--- config.mk ---
export PLATFORM = sky130hd
export DESIGN_NAME = clkmon
export DESIGN_NICKNAME = d
export VERILOG_FILES = /design/src/rtl/clkmon_pkg.sv /design/src/rtl/clkmon_sync_edge.sv /design/src/rtl/clkmon.sv
export SDC_FILE = /design/constraint.sdc
export NUM_CORES = 1
export LEC_CHECK = 0
export CELL_PAD_IN_SITES_DETAIL_PLACEMENT = 1
export CELL_PAD_IN_SITES_GLOBAL_PLACEMENT = 2
export CORE_MARGIN = 8
export CORE_UTILIZATION = 30
export CTS_CLUSTER_DIAMETER = 50
export DETAILED_ROUTE_END_ITERATION = 8
export MAX_ROUTING_LAYER = met4
export PLACE_DENSITY = 0.69
export SYNTH_ARGS = -nofsm -noshare
export SYNTH_HDL_FRONTEND = slang
export SYNTH_HIERARCHICAL = 1
export SYNTH_SLANG_ARGS = --single-unit
export TNS_END_PERCENT = 20
--- constraint.sdc ---
create_clock -name clk -period 2.3 [get_ports clk]
set_input_delay 0.23 -clock clk [delete_from_list [all_inputs] [get_ports clk]]
set_output_delay 0.23 -clock clk [all_outputs]
set_load 0.005 [all_outputs]
--- src/rtl/clkmon_pkg.sv ---
// clkmon_pkg: shared state encodings and sizing helper for the slow-clock monitor
package clkmon_pkg;
  typedef enum logic [1:0] {
    ST_IDLE   = 2'd0,
    ST_ACQ    = 2'd1,
    ST_LOCKED = 2'd2,
    ST_LOST   = 2'd3
  } state_t;

  // Counter must reach the timeout value EXP_PERIOD+TOL+1 without saturating first.
  function automatic int cnt_width(input int exp_period, input int tol);
    return $clog2(exp_period + tol + 2);
  endfunction
endpackage

--- src/rtl/clkmon_sync_edge.sv ---
// clkmon_sync_edge: synchroniser chain for an async level with registered rise/fall strobes
module clkmon_sync_edge #(
  parameter int STAGES = 2
) (
  input  logic clk,
  input  logic rst_n,
  input  logic d,
  output logic rise,
  output logic fall
);
  logic [STAGES-1:0] s;
  logic s_d;
  always_ff @(posedge clk or negedge rst_n)
    if (!rst_n) begin
      s    <= '0;
      s_d  <= 1'b0;
      rise <= 1'b0;
      fall <= 1'b0;
    end else begin
      s    <= {s[STAGES-2:0], d};
      s_d  <= s[STAGES-1];
      rise <= s[STAGES-1] & ~s_d;
      fall <= ~s[STAGES-1] & s_d;
    end
endmodule

--- src/rtl/clkmon.sv ---
// clkmon: slow-clock monitor with edge strobes, period measurement and lock/loss tracking
module clkmon
  import clkmon_pkg::*;
#(
  parameter int SYNC_STAGES = 2,
  parameter int EXP_PERIOD  = 8,
  parameter int TOL         = 1,
  parameter int LOCK_CNT    = 4,
  localparam int CNT_W      = cnt_width(EXP_PERIOD, TOL)
) (
  input  logic             clk,
  input  logic             rst_n,
  input  logic             sclk,
  input  logic             clr,
  output logic             rise,
  output logic             fall,
  output logic [CNT_W-1:0] period,
  output logic             period_vld,
  output logic             locked,
  output logic             lost
);
  localparam int GW = $clog2(LOCK_CNT + 1);
  localparam logic [CNT_W-1:0] WIN_LO = CNT_W'(EXP_PERIOD - TOL);
  localparam logic [CNT_W-1:0] WIN_HI = CNT_W'(EXP_PERIOD + TOL);
  localparam logic [CNT_W-1:0] TMO_AT = CNT_W'(EXP_PERIOD + TOL + 1);
  localparam logic [GW-1:0]    G_LAST = GW'(LOCK_CNT - 1);
  state_t st, nxt;
  logic [CNT_W-1:0] cnt;
  logic [GW-1:0] g, g_nxt;
  logic in_win, tmo, meas, enter_lost;
  clkmon_sync_edge #(.STAGES(SYNC_STAGES)) u_sync (
    .clk  (clk),
    .rst_n(rst_n),
    .d    (sclk),
    .rise (rise),
    .fall (fall)
  );
  always_ff @(posedge clk or negedge rst_n)
    if (!rst_n) cnt <= '0;
    else if (rise) cnt <= CNT_W'(1);
    else if (~&cnt) cnt <= cnt + 1'b1;
  assign in_win = (cnt >= WIN_LO) && (cnt <= WIN_HI);
  assign tmo    = (cnt == TMO_AT) && !rise;
  always_ff @(posedge clk or negedge rst_n)
    if (!rst_n) begin
      st <= ST_IDLE;
      g  <= '0;
    end else begin
      st <= nxt;
      g  <= g_nxt;
    end
  always_comb begin
    nxt   = st;
    g_nxt = g;
    case (st)
      ST_IDLE, ST_LOST:
        if (rise) begin
          nxt   = ST_ACQ;
          g_nxt = '0;
        end
      ST_ACQ:
        if (rise && in_win) begin
          g_nxt = g + 1'b1;
          nxt   = (g == G_LAST) ? ST_LOCKED : ST_ACQ;
        end else if (rise) g_nxt = '0;
        else if (tmo) nxt = ST_LOST;
      ST_LOCKED:
        nxt = ((rise && !in_win) || tmo) ? ST_LOST : ST_LOCKED;
    endcase
  end
  always_comb begin
    locked     = (st == ST_LOCKED);
    meas       = rise && (st == ST_ACQ || st == ST_LOCKED);
    enter_lost = (nxt == ST_LOST) && (st != ST_LOST);
  end
  // A new loss outranks a simultaneous clear so no loss event is ever dropped.
  always_ff @(posedge clk or negedge rst_n)
    if (!rst_n) begin
      period     <= '0;
      period_vld <= 1'b0;
      lost       <= 1'b0;
    end else begin
      period_vld <= meas;
      if (meas) period <= cnt;
      lost <= enter_lost | (lost & ~clr);
    end
endmodule

==> results.md, run 1 <==
* Mapped Avg Cell Area at 11.4 sq um
* Top cell type by total area after synthesis: dfrtp_1
* Worst endpoint required time at 2.51 ns
* FF-to-FF End: lost$_DFF_PN0_
* Worst-Skew Late Latency at 0.30 ns
* # nets final at 120
* LEAKAGE at 0.590 nW
* Final setup fails at 0
* Residual DRC at 0
* Die Wd at 74.1 um
* Synth cell types at 30
* Yosys top cell area share at 49.5%
* P per Cell Area at 1200 nW/um^2
* Final min period at 2.02 ns
* Crit path arrival time at 2.23 ns
* Number of global-route vias before repair at 782
* Placed cells at 147
* Setup WS post-layout at 0.277 ns
* Cells after Synth at 89
* Port Buf Inserts at 12
* Pre-CTS WS at 0.297 ns
* Sequential cell area fraction in the yosys report at 49.5%
* Die area at 5480 sq um
* Final WL at 2.17 mm
* Top delay family on crit path: compound AO/OA/AOI/OAI gates
* CP Launch Type: register
* GRT overflow at 0
* Routed len/inst at 14.4 um
* Initial antenna violation count at 0
* Worst Reg-to-Reg Cells at 7
* Num CTS Buffers at 3
* Largest cells by area after synthesis: dfrtp_1 50%, ha_1 12%, inv_1 4.1%
* Boundary Pins at 13
* Critical path class: register to register
* Non-Filler Instances at 151
* Clock Tree Buf Depth at 2
* CP Cell Sequence: inv_1, ha_1, or2_1, mux2_2, a211oi_2, o41ai_2, a32o_1
* Yosys warns at 6
* Netlist Area Pre-Place at 1010 sq um
* CTS tree: yes
* Actual slew at the worst max-slew pin at 0.471 ns
* Final hold vios at 0
* Initial Util at 30.8%
* Clock-pin slew on the worst setup and hold paths at 0.12 ns
* Fin crit share at 88.0%
* FF-to-FF Start: cnt[0]$_DFFE_PN0P_
* Largest net degree at the start of global routing at 21
* First-pass GRT wire length at 3.82 mm
* GP Congestion at 0.752
* Element type at the critical path end: register
* Seq cells post-synth at 20
* Final Util at 37.7%
* Vias per cell at 4.62
* Worst path max stage delay at 0.47 ns
* Worst rel slew slack at 68.6%
* FP Rows at 21
* Layout area overhead at 22.4%
* Starting DRT DRC Count at 19
* Final HPWL DP at 1.61 mm
* Ratio of cells with drive above 1 in the final layout at 12.4%
* HP Class: input pin to asynchronous set/reset pin
* Slew Limit Fails at 0
* Worst path slowest cell: dfrtp_1
* Hold-fix buffers, CTS at 0
* Outcome: completed
* DRT Pass-1 Iters at 4
* Clk sinks at 20
* DIE HEIGHT at 74.1 um
* Core area at 3280 sq um
* Vias at 698
* Most frequent cells in the layout: 20 x dfrtp_1, 12 x clkdlybuf4s50_1, 11 x inv_1, 10 x ha_1
* Max FO, Critical Path at 6
* Peak VDD IR at 0.391 mV
* Max Cap Violations at 0
* H-Tree Depth at 1
* WP buf/inv at 1
* Inserted Diodes at 0
* RSZ-0062 raised after global routing: false
* PostCTS Resize Cnt at 0
* Total negative slack at 0 ns
* Post-synthesis net count at 103
* Worst Skew at 0.00265 ns
* Gr usage total at 9.39%
* Clock Tree Root: clkbuf_4
* Fmax achieved at 0.494 GHz
* Post-route antenna net violation count at 0
* Commonest non-fill, non-tap cell in the layout: dfrtp_1
* R2R setup slack at 0.28 ns
* Post-CTS Setup Inserts at 0
## metal layers
layer / vias to the layer above / track usage (%) / wire length [um] / part of all wire, %
met5: - / - / 0 / 0
met4: 0 / 3.99 / 13 / 0.60
met3: 2 / 2.02 / 62 / 2.9
met2: 8 / 14.2 / 1030 / 47
met1: 347 / 11.8 / 1070 / 49
li1: 341 / - / - / -
## cells in the mapped netlist
cell type	count
a211oi_1	1
a211oi_2	1
a21o_1	2
a31oi_1	3
a32o_1	1
and2b_2	1
and3b_1	2
and4b_2	1
buf_6	1
dfrtp_1	20
ha_1	10
inv_1	11
mux2_2	3
mux2i_1	1
nand2_1	5
nand2b_1	3
nand3_1	3
nor2_1	2
nor2b_1	1
nor2b_2	1
nor3_1	3
nor3b_1	1
o211ai_1	1
o21ai_0	5
o221ai_1	1
o311a_1	1
o31ai_1	1
o41ai_2	1
or2_1	1
xnor2_1	1
## registers in the layout (all words and copies together), names as in the netlist
name         flops
period_vld       1
u_sync/s_d       1
st               2
cnt              4
u_sync/rise      1
lost             1
period           4
u_sync/s         2
u_sync/fall      1
g                3
## cell families (layout without fill, tap and decap cells)
family,count (synthesis),after routing,share of synthesized area (%)
buffers and inverters,12,28,5.20
DFF,20,20,49.5
AOI/OAI and AO/OA,18,18,13.7
muxes,4,4,4.33
xor gates and xnor gates,1,1,0.866
and+or+nand+nor,24,24,14.0
adders and majority gates,10,10,12.4
## stage by stage
step,instance area (sq um),hold slack (ns),power (mW)
2_1_floorplan,1010,-0.0656,0.956
3_3_place_gp,1180,0.336,1.20
3_5_place_dp,1180,0.347,1.21
4_1_cts,1240,0.244,1.52
5_1_grt,1240,0.252,1.62
6_report,1240,0.249,1.49
## worst max-delay path by stage
stage / cells after the start / end / from
floorplan: 7 / lost$_DFF_PN0_ / cnt[0]$_DFFE_PN0P_
global placement: 7 / lost$_DFF_PN0_ / cnt[0]$_DFFE_PN0P_
detailed placement: 7 / lost$_DFF_PN0_ / cnt[0]$_DFFE_PN0P_
CTS: 7 / lost$_DFF_PN0_ / cnt[0]$_DFFE_PN0P_
global route: 7 / lost$_DFF_PN0_ / cnt[0]$_DFFE_PN0P_
finish: 7 / lost$_DFF_PN0_ / cnt[0]$_DFFE_PN0P_
## cell type report
type / count / area, sq um
Fill cell: 366 / 2050
Sequential cell: 20 / 500
Timing Repair Buffer: 13 / 128
Clock inverter: 1 / 30.0
Multi-Input combinational cell: 57 / 458
Tap cell: 46 / 57.6
Clock buffer: 3 / 22.5
Inverter: 11 / 41.3
## worst register-to-register path: stages (launching register included)
cell,delay (ns)
dfrtp_1,0.47
inv_1,0.10
ha_1,0.20
or2_1,0.26
mux2_2,0.28
a211oi_2,0.24
o41ai_2,0.11
a32o_1,0.27
## power by group
group | internal (mW) | switching (mW)
clock network | 0.176 | 0.116
logic | 0.323 | 0.301
registers | 0.455 | 0.117
total | 0.955 | 0.533
No activity file was read; power rests on OpenSTA's default activity.
==> inputs of run 2 (changes only) <==
Settings changed: CTS_BUF_LIST from default to sky130_fd_sc_hd__clkbuf_8, TNS_END_PERCENT 20 to 5.
==> run 2 against run 1 <==
Net effect: final area rose by 1.5%; largest power group unchanged; utilization rose by 0.57 points; clock power rose by 22%; non-clock buffer count did not move; sequential power barely moved; critical path type unchanged; critical path depth did not move; register-to-register slack barely moved; worst hold slack improved by 0.055 ns; clock-buffer cell count did not move; die area did not move; routed wire length rose by 0.51%; highest routed layer unchanged.
==> results.md, run 2 (same netlist as run 1, synthesis figures left out) <==
* DIE HEIGHT at 74.1 um (unchanged)
* FF-to-FF Start: cnt[0]$_DFFE_PN0P_
* Total negative slack at 0 ns (unchanged)
* Vias at 706 (+1.1%)
* Critical path class: register to register
* # fillers at 363 (-0.82%)
* Actual slew at the worst max-slew pin at 0.458 ns (-0.0125 ns)
* Worst endpoint required time at 2.45 ns (-0.06 ns)
* Placed cells at 147 (unchanged)
* Commonest non-fill, non-tap cell in the layout: dfrtp_1
* Top delay family on crit path: compound AO/OA/AOI/OAI gates
* Crit path arrival time at 2.17 ns (-0.06 ns)
* Element type at the critical path end: register
* Sequential Area at 500 sq um (unchanged)
* Worst-Skew Late Latency at 0.26 ns (-0.04 ns)
* Number of global-route vias before repair at 794 (+1.5%)
* Worst path slowest cell: dfrtp_1
* FF-to-FF End: lost$_DFF_PN0_
* Pre-CTS WS at 0.297 ns (unchanged)
* # nets final at 120 (unchanged)
* Vias per cell at 4.68 (+1.1%)
* Die Wd at 74.1 um (unchanged)
* Final WL at 2.19 mm (+0.51%)
* CP Launch Type: register
* HP Class: input pin to asynchronous set/reset pin
* LEAKAGE at 0.597 nW (+1.3%)
* Worst path max stage delay at 0.45 ns (-0.02 ns)
* Slew Limit Fails at 0 (unchanged)
* CTS tree: yes
* Hold-fix buffers, CTS at 0 (unchanged)
* Final min period at 2.01 ns (-0.00921 ns)
* First-pass GRT wire length at 3.85 mm (+0.92%)
* Worst Skew at 0.00181 ns (-0.000840 ns)
* Core area at 3280 sq um (unchanged)
* Post-route antenna net violation count at 0 (unchanged)
* Initial antenna violation count at 0 (unchanged)
* PostCTS Resize Cnt at 0 (unchanged)
* Fin crit share at 87.6% (-0.40 points)
* CP Cell Sequence: inv_1, ha_1, or2_1, mux2_2, a211oi_2, o41ai_2, a32o_1
* Final HPWL DP at 1.61 mm (unchanged)
* Outcome: completed
* Num CTS Buffers at 3 (unchanged)
* Post-CTS Setup Inserts at 0 (unchanged)
* Multi-input gate area at 458 sq um (unchanged)
* RSZ-0062 raised after global routing: false
* Routed len/inst at 14.5 um (+0.51%)
* Setup WS post-layout at 0.286 ns (+0.00921 ns)
* FP Rows at 21 (unchanged)
* Placed cell areas at 1180 sq um (unchanged)
* WP buf/inv at 1 (unchanged)
* Inserted Diodes at 0 (unchanged)
* R2R setup slack at 0.29 ns (about the same)
* Clock-pin slew on the worst setup and hold paths at 0.08 ns (-0.04 ns)
* Peak VDD IR at 0.386 mV (-1.2%)
* Clock Tree Root: clkbuf_8
* Post-Layout Inst Area at 1260 sq um (+1.5%)
* Non-Filler Instances at 151 (unchanged)
* Fmax achieved at 0.497 GHz (+0.46%)
* Gr usage total at 9.56% (+0.17 points)
* Max FO, Critical Path at 6 (unchanged)
* DRT Pass-1 Iters at 4 (unchanged)
* GP Congestion at 0.752 (unchanged)
* Ratio of cells with drive above 1 in the final layout at 12.4% (unchanged)
* Worst rel slew slack at 69.5% (+0.83 points)
* Port Buf Inserts at 12 (unchanged)
* Boundary Pins at 13 (unchanged)
* Layout area overhead at 24.3%
* H-Tree Depth at 1 (unchanged)
* GRT overflow at 0 (unchanged)
* Critical Path Start: cnt[0]$_DFFE_PN0P_
* Clk sinks at 20 (unchanged)
* Initial Util at 30.8% (unchanged)
* Most frequent cells in the layout: 20 x dfrtp_1, 12 x clkdlybuf4s50_1, 11 x inv_1, 10 x ha_1
* Starting DRT DRC Count at 23 (+4)
* Residual DRC at 0 (unchanged)
* Die area at 5480 sq um (unchanged)
* Clock Tree Buf Depth at 2 (unchanged)
* Largest net degree at the start of global routing at 21 (unchanged)
* Final setup fails at 0 (unchanged)
* Max Cap Violations at 0 (unchanged)
* P per Cell Area at 1240 nW/um^2 (+2.8%)
* Top flop regs: cnt: 4 flops, period: 4 flops, g: 3 flops
* Worst Reg-to-Reg Cells at 7 (unchanged)
* Final hold vios at 0 (unchanged)
## run 2: cell counts in the layout (fill, tap and decap cells not counted)
No cell type changed its count.
## run 2: how the worst max path moves through the flow
stage	to	slack, ns	cells past startpoint
floorplan	lost$_DFF_PN0_	0.42	7
global placement	lost$_DFF_PN0_	0.34	7
detailed placement	lost$_DFF_PN0_	0.30	7
CTS	lost$_DFF_PN0_	0.27	7
global route	lost$_DFF_PN0_	0.20	7
finish	lost$_DFF_PN0_	0.29	7
## run 2: per-layer routing
layer	track usage, %	up-vias	wire [um]
met2	14.6	11	1030
met3	2.16	5	58
met5	-	-	0
met4	4.66	0	37
li1	-	341	-
met1	11.6	349	1060
## run 2: cell type report
cell class / count / area share (%)
inverter: 11 / 3.29
sequential: 20 / 39.8
clock inverter: 1 / 2.39
multi-input combinational: 57 / 36.5
clock buffer: 3 / 3.29
tap: 46 / 4.58
timing repair buffer: 13 / 10.2
## run 2: worst reg2reg max path: cells and delay by family, from the launching register on
kind / cells / cell delay [ns]
AO/OA/AOI/OAI: 3 / 0.61
buffers and inverters: 1 / 0.10
AND/OR/NAND/NOR: 1 / 0.26
flip-flops: 1 / 0.45
multiplexers: 1 / 0.28
adder cells (fa/ha/maj): 1 / 0.20
## run 2: per-stage QoR
step / hold WS (ns) / util, % / power [mW]
global route: 0.318 / 38.2 / 1.68
CTS: 0.303 / 38.2 / 1.59
finish: 0.304 / 38.2 / 1.55
floorplan: -0.0656 / - / 0.956
detailed placement: 0.347 / 36.1 / 1.21
global placement: 0.336 / 36.1 / 1.20
## run 2: power breakdown
group	switching, mW	total (mW)	internal, mW	leakage (nW)
clock network	0.122	0.355	0.232	0.0357
registers	0.117	0.573	0.456	0.253
logic	0.302	0.625	0.323	0.309
